**src/rtl/sweep_counter_ctrl.sv**
```systemverilog
// Sweep sequencer wrapped around a WIDTH-bit up/down counter: UP, DOWN or
// PINGPONG sweeps between latched bounds for a programmed number of passes.
module sweep_counter_ctrl #(
    parameter int WIDTH = 4,
    parameter int PW    = 4
) (
    input  logic             Clk,
    input  logic             reset,
    input  logic             start,
    input  logic [1:0]       mode,
    input  logic [WIDTH-1:0] lo,
    input  logic [WIDTH-1:0] hi,
    input  logic [PW-1:0]    passes,
    input  logic             pause,
    input  logic             abort,
    output logic [WIDTH-1:0] Count,
    output logic             UpOrDown,
    output logic             busy,
    output logic             done,
    output logic             cfg_err
);

    typedef enum logic [1:0] {
        S_IDLE = 2'd0,
        S_RUN  = 2'd1,
        S_DONE = 2'd2
    } state_e;

    typedef enum logic [1:0] {
        M_UP       = 2'b00,
        M_DOWN     = 2'b01,
        M_PINGPONG = 2'b10,
        M_RSVD     = 2'b11
    } mode_e;

    localparam logic [WIDTH-1:0] ONE  = WIDTH'(1);
    localparam logic [PW-1:0]    PONE = PW'(1);

    state_e           state_q, state_d;
    mode_e            mode_q, mode_d;
    logic [WIDTH-1:0] lo_q, lo_d;
    logic [WIDTH-1:0] hi_q, hi_d;
    logic [PW-1:0]    pcnt_q, pcnt_d;
    logic [WIDTH-1:0] cnt_q, cnt_d;
    logic             dir_q, dir_d;
    logic             err_q, err_d;
    logic             pass_end;
    mode_e            mode_in;

    assign mode_in = mode_e'(mode);

    // Last cycle of a pass; a degenerate pingpong (lo==hi) ends every cycle.
    always_comb begin
        pass_end = 1'b1;
        case (mode_q)
            M_UP:       pass_end = (cnt_q == hi_q);
            M_DOWN:     pass_end = (cnt_q == lo_q);
            M_PINGPONG: pass_end = (lo_q == hi_q) || (!dir_q && (cnt_q == lo_q + ONE));
            default:    pass_end = 1'b1;
        endcase
    end

    always_comb begin
        state_d = state_q;
        mode_d  = mode_q;
        lo_d    = lo_q;
        hi_d    = hi_q;
        pcnt_d  = pcnt_q;
        cnt_d   = cnt_q;
        dir_d   = dir_q;
        err_d   = 1'b0;

        case (state_q)
            S_IDLE: begin
                if (start) begin
                    mode_d = mode_in;
                    lo_d   = lo;
                    hi_d   = hi;
                    pcnt_d = passes;
                    if ((lo > hi) || (mode_in == M_RSVD) || (passes == '0)) begin
                        err_d = 1'b1;
                    end else begin
                        state_d = S_RUN;
                        cnt_d   = (mode_in == M_DOWN) ? hi : lo;
                        dir_d   = (mode_in != M_DOWN);
                    end
                end
            end

            S_RUN: begin
                if (abort) begin
                    state_d = S_IDLE;
                end else if (!pause) begin
                    if (pass_end) begin
                        pcnt_d = pcnt_q - PONE;
                        if (pcnt_q == PONE) begin
                            state_d = S_DONE;
                            // Pingpong finishes back at lo; UP/DOWN already sit on their end value.
                            if (mode_q == M_PINGPONG) begin
                                cnt_d = lo_q;
                                dir_d = 1'b1;
                            end
                        end else begin
                            cnt_d = (mode_q == M_DOWN) ? hi_q : lo_q;
                            dir_d = (mode_q != M_DOWN);
                        end
                    end else begin
                        case (mode_q)
                            M_UP:   cnt_d = cnt_q + ONE;
                            M_DOWN: cnt_d = cnt_q - ONE;
                            M_PINGPONG: begin
                                if (dir_q) begin
                                    cnt_d = cnt_q + ONE;
                                    dir_d = ((cnt_q + ONE) != hi_q);
                                end else begin
                                    cnt_d = cnt_q - ONE;
                                end
                            end
                            default: cnt_d = cnt_q;
                        endcase
                    end
                end
            end

            S_DONE:  state_d = S_IDLE;
            default: state_d = S_IDLE;
        endcase
    end

    always_ff @(posedge Clk) begin
        if (reset) begin
            state_q <= S_IDLE;
            mode_q  <= M_UP;
            lo_q    <= '0;
            hi_q    <= '0;
            pcnt_q  <= '0;
            cnt_q   <= '0;
            dir_q   <= 1'b1;
            err_q   <= 1'b0;
        end else begin
            state_q <= state_d;
            mode_q  <= mode_d;
            lo_q    <= lo_d;
            hi_q    <= hi_d;
            pcnt_q  <= pcnt_d;
            cnt_q   <= cnt_d;
            dir_q   <= dir_d;
            err_q   <= err_d;
        end
    end

    assign Count    = cnt_q;
    assign UpOrDown = dir_q;
    assign busy     = (state_q == S_RUN);
    assign done     = (state_q == S_DONE);
    assign cfg_err  = err_q;

endmodule

```
**config.mk**
```make
export PLATFORM = sky130hd
export DESIGN_NAME = sweep_counter_ctrl
export DESIGN_NICKNAME = d
export VERILOG_FILES = /design/src/rtl/sweep_counter_ctrl.sv
export SDC_FILE = /design/constraint.sdc
export NUM_CORES = 1
export LEC_CHECK = 0
export CAP_MARGIN = 25
export CORE_MARGIN = 2
export CORE_UTILIZATION = 40
export DETAILED_ROUTE_END_ITERATION = 6
export PLACE_DENSITY = 0.6
export SETUP_SLACK_MARGIN = 0.15
export SYNTH_ARGS = -nofsm -noshare
export SYNTH_HDL_FRONTEND = slang
export SYNTH_SLANG_ARGS = --single-unit
```
**constraint.sdc**
```tcl
create_clock -name Clk -period 3 [get_ports Clk]
set_input_delay 0.45 -clock Clk [delete_from_list [all_inputs] [get_ports Clk]]
set_output_delay 0.45 -clock Clk [all_outputs]
set_load 0.01 [all_outputs]
```
==> out/results.tsv <==
stage	metric	value	unit
run_status	status	finished clean	
pwr	share of power burned in registers	0.403	
critical_path	kind of critical path	flip-flop to flip-flop	
route	routed len/inst	14.3	um
clock_tree	CTS H-tree depth	1	
pwr	Int Pwr	569	uW
critical_path	CP required	3180	ps
route	Routed WL	4470	um
pwr	sw frac	0.354	
die	Initial Util	0.418	
logic_synthesis	Synth Net Count	269	
pwr	Max VDD drop	0.295	mV
job	max cap viols	0	
die	DIE HEIGHT	71.4	um
grt	Overall Global Routing Usage	0.190	
route	Antenna Nets Post-Route	0	
logic_synthesis	Primary FF master, synth	dfxtp_1	
clock_tree	CTS Hold Buffers Added	0	
clock_tree	clock-pin slew on the worst setup and hold paths	90	ps
hold_path	Hold WC Path Type	flip-flop to flip-flop	
sta	Tightest Pin Transition	630	ps
die	Core ar.	4350	sq um
sta	final hold violations	0	
pwr	power density over cell area	410	nW/um^2
sta	RSZ-0062 raised after global routing	false	
sta	post-route setup TNS	0	ps
clock_tree	Post-CTS Setup Inserts	0	
logic_synthesis	Post-synth EDFFs	0	
finish	Antenna Cells	0	
clock_tree	CTS sink count	22	
sta	minimum clock period	2590	ps
die	floorplan row count	24	
route	Vias/cell	5.45	
sta	Tcrit/Tclk final	0.865	
route	drt drc	0	
grt	initial antenna violation count	0	
logic_synthesis	sequential area share after synthesis	0.242	
clock_tree	CTS tree	done	
logic_synthesis	yosys warns	0	
die	die area	5100	sq um
logic_synthesis	Synth cell types	52	
die	IO Count	27	
logic_synthesis	FF+latch count, synth	22	
finish	Non-Filler Instances	312	
grt	pin count of the biggest net entering global routing	17	
finish	share of cells above drive strength 1	0.0846	
finish	final core utilization	0.494	
grt	number of global-route vias before repair	1589	
finish	Fillers	436	
finish	number of nets in the layout	294	
critical_path	crit end category	flip-flop	
clock_tree	cts bufs inserted	3	
finish	cell area after layout	2150	sq um
critical_path	Worst Path Arrival	2770	ps
route	initial DRC count	84	
pwr	clock share of power	0.218	
logic_synthesis	cell area after synthesis	1820	sq um
logic_synthesis	Syn Inst Count	237	
clock_tree	CTS Buffer Depth	2	
die	DIE WIDTH	71.4	um
placed_design	gp weighted congestion	0.797	
sta	Finish-stage setup viols	0	
sta	Max Clock Freq	0.386	GHz
critical_path	critical path launch point type	flip-flop	
sta	max-slew violations	0	
finish	Layout area overhead	18.2	%
placed_design	placed cell areas	2110	sq um
clock_tree	Root Driver	clkbuf_8	
logic_synthesis	async set-or-reset flop fraction in the synthesized netlist	0	
sta	worst rel slew slack	0.579	
pwr	Comb pwr share	0.379	
placed_design	port bufs	26	
critical_path	largest fanout on the critical path	8	
route	DR pass1 iterations	4	
placed_design	dpl cells	309	
grt	first-pass GRT wire length	7740	um
placed_design	HPWL after DPL	3550	um
clock_tree	worst skew pair latency	270	ps
pwr	P_sw	312	uW
logic_synthesis	syn_area_per_cell	7.68	sq um
grt	total gr overflow	0	
pwr	overall power	882	uW
pwr	Lkg Pwr	0.858	nW
sta	Worst Skew	7.48	ps
route	vias post-DR	1699	
-- state kept, by name (all words and copies together) (netlist names) --
name and cells:
Count 4, UpOrDown 1, cfg_err 1, hi_q 4
lo_q 4, mode_q 2, pcnt_q 4, state_q 2
-- cell usage in the layout, fill, tap and decap left out, types with 2 or more instances in the layout --
cell type,instances
nand2_1,40
clkdlybuf4s50_1,26
dfxtp_1,22
a21oi_1,21
nor2_1,16
inv_1,15
xnor2_1,13
ha_1,12
o21ai_0,9
mux2i_1,7
xor2_1,6
nand3_1,6
buf_4,6
nor3_1,4
nor2b_1,3
a22oi_1,3
o22ai_1,3
clkbuf_8,3
or2b_2,2
and2_1,2
nand4_1,2
nor4_2,2
a21o_1,2
a221oi_1,2
or4_1,2
o221ai_1,2
or2_2,2
or3_1,2
o2111ai_1,2
a31oi_1,2
a311oi_1,2
-- power by group through the flow --
| stage | sequential, mW | clock (mW) | combinational [mW] |
|---|---|---|---|
| 6_report | 0.355 | 0.192 | 0.334 |
| 2_1_floorplan | 0.348 | 0 | 0.241 |
| 3_5_place_dp | 0.362 | 0 | 0.333 |
| 4_1_cts | 0.355 | 0.198 | 0.334 |
| 5_1_grt | 0.361 | 0.205 | 0.375 |
| 3_3_place_gp | 0.362 | 0 | 0.332 |
-- logic make-up after synthesis --
group           after synthesis  synth area share
flops                        22             0.242
mux                           8            0.0447
buf+inv                      28            0.0791
simple gates                 88             0.236
fa+ha+maj                    13            0.0894
compound gates               59             0.217
xor+xnor                     19            0.0915
-- final timing paths --
kind                            cells after the start                   start  slack, ps                      to
worst min register to register                      2  pcnt_q[1]$_SDFFE_PP0P_        480  pcnt_q[1]$_SDFFE_PP0P_
worst max register to register                      9  mode_q[1]$_SDFFE_PP0P_        410   Count[2]$_SDFFE_PP0P_
worst min-delay path                                2  pcnt_q[1]$_SDFFE_PP0P_        480  pcnt_q[1]$_SDFFE_PP0P_
worst max-delay path                                9  mode_q[1]$_SDFFE_PP0P_        410   Count[2]$_SDFFE_PP0P_
-- timing repair --
action	4_1_cts	5_1_grt
hold endpoints to repair	0	0
gates resized for setup	0	1
endpoints found under the setup margin	0	1
-- Yosys cell counts (3+ instances only) --
cell type	number	share of area
ha_1	13	0.089
nor3_1	4	0.011
inv_1	15	0.031
dfxtp_1	22	0.24
xnor2_1	13	0.063
mux2i_1	7	0.039
nor2b_1	3	0.010
a22oi_1	3	0.012
a21oi_1	21	0.058
clkbuf_1	4	0.0083
nor2_1	16	0.033
o22ai_1	3	0.010
nand2_1	40	0.083
xor2_1	6	0.029
o21ai_0	9	0.025
nand3_1	6	0.017
-- worst max-delay path, stage by stage (launching register included) --
cell	delay [ps]
dfxtp_1	350
inv_1	90
ha_2	280
mux2i_1	230
xnor2_1	130
a21oi_1	100
or4b_4	590
o311a_4	370
o21a_1	110
a311oi_1	240
-- area by class of cell --
class	instances	area, sq um	area share
multi-input cells	187	1240	0.576
repair buffers	32	305	0.142
clock buffers	3	41.3	0.0192
well taps	52	65.1	0.0303
flip-flops and latches	22	440	0.205
inverters	16	60.1	0.0279
-- routing by layer --
metal	global-route usage	share of wire	vias up
li1	-	-	880
met1	0.278	0.51	782
met2	0.298	0.44	32
met3	0.0169	0.033	5
met4	0.0566	0.012	0
met5	0	0	-
-- through the flow --
stage | hold WS, ps | setup slack [ps]
after CTS | 486 | 333
after detailed placement | 474 | 202
after floorplan | 445 | 575
after global routing | 537 | 221
final | 481 | 406
after global placement | 469 | 242
(Power assumes the default switching activity.)
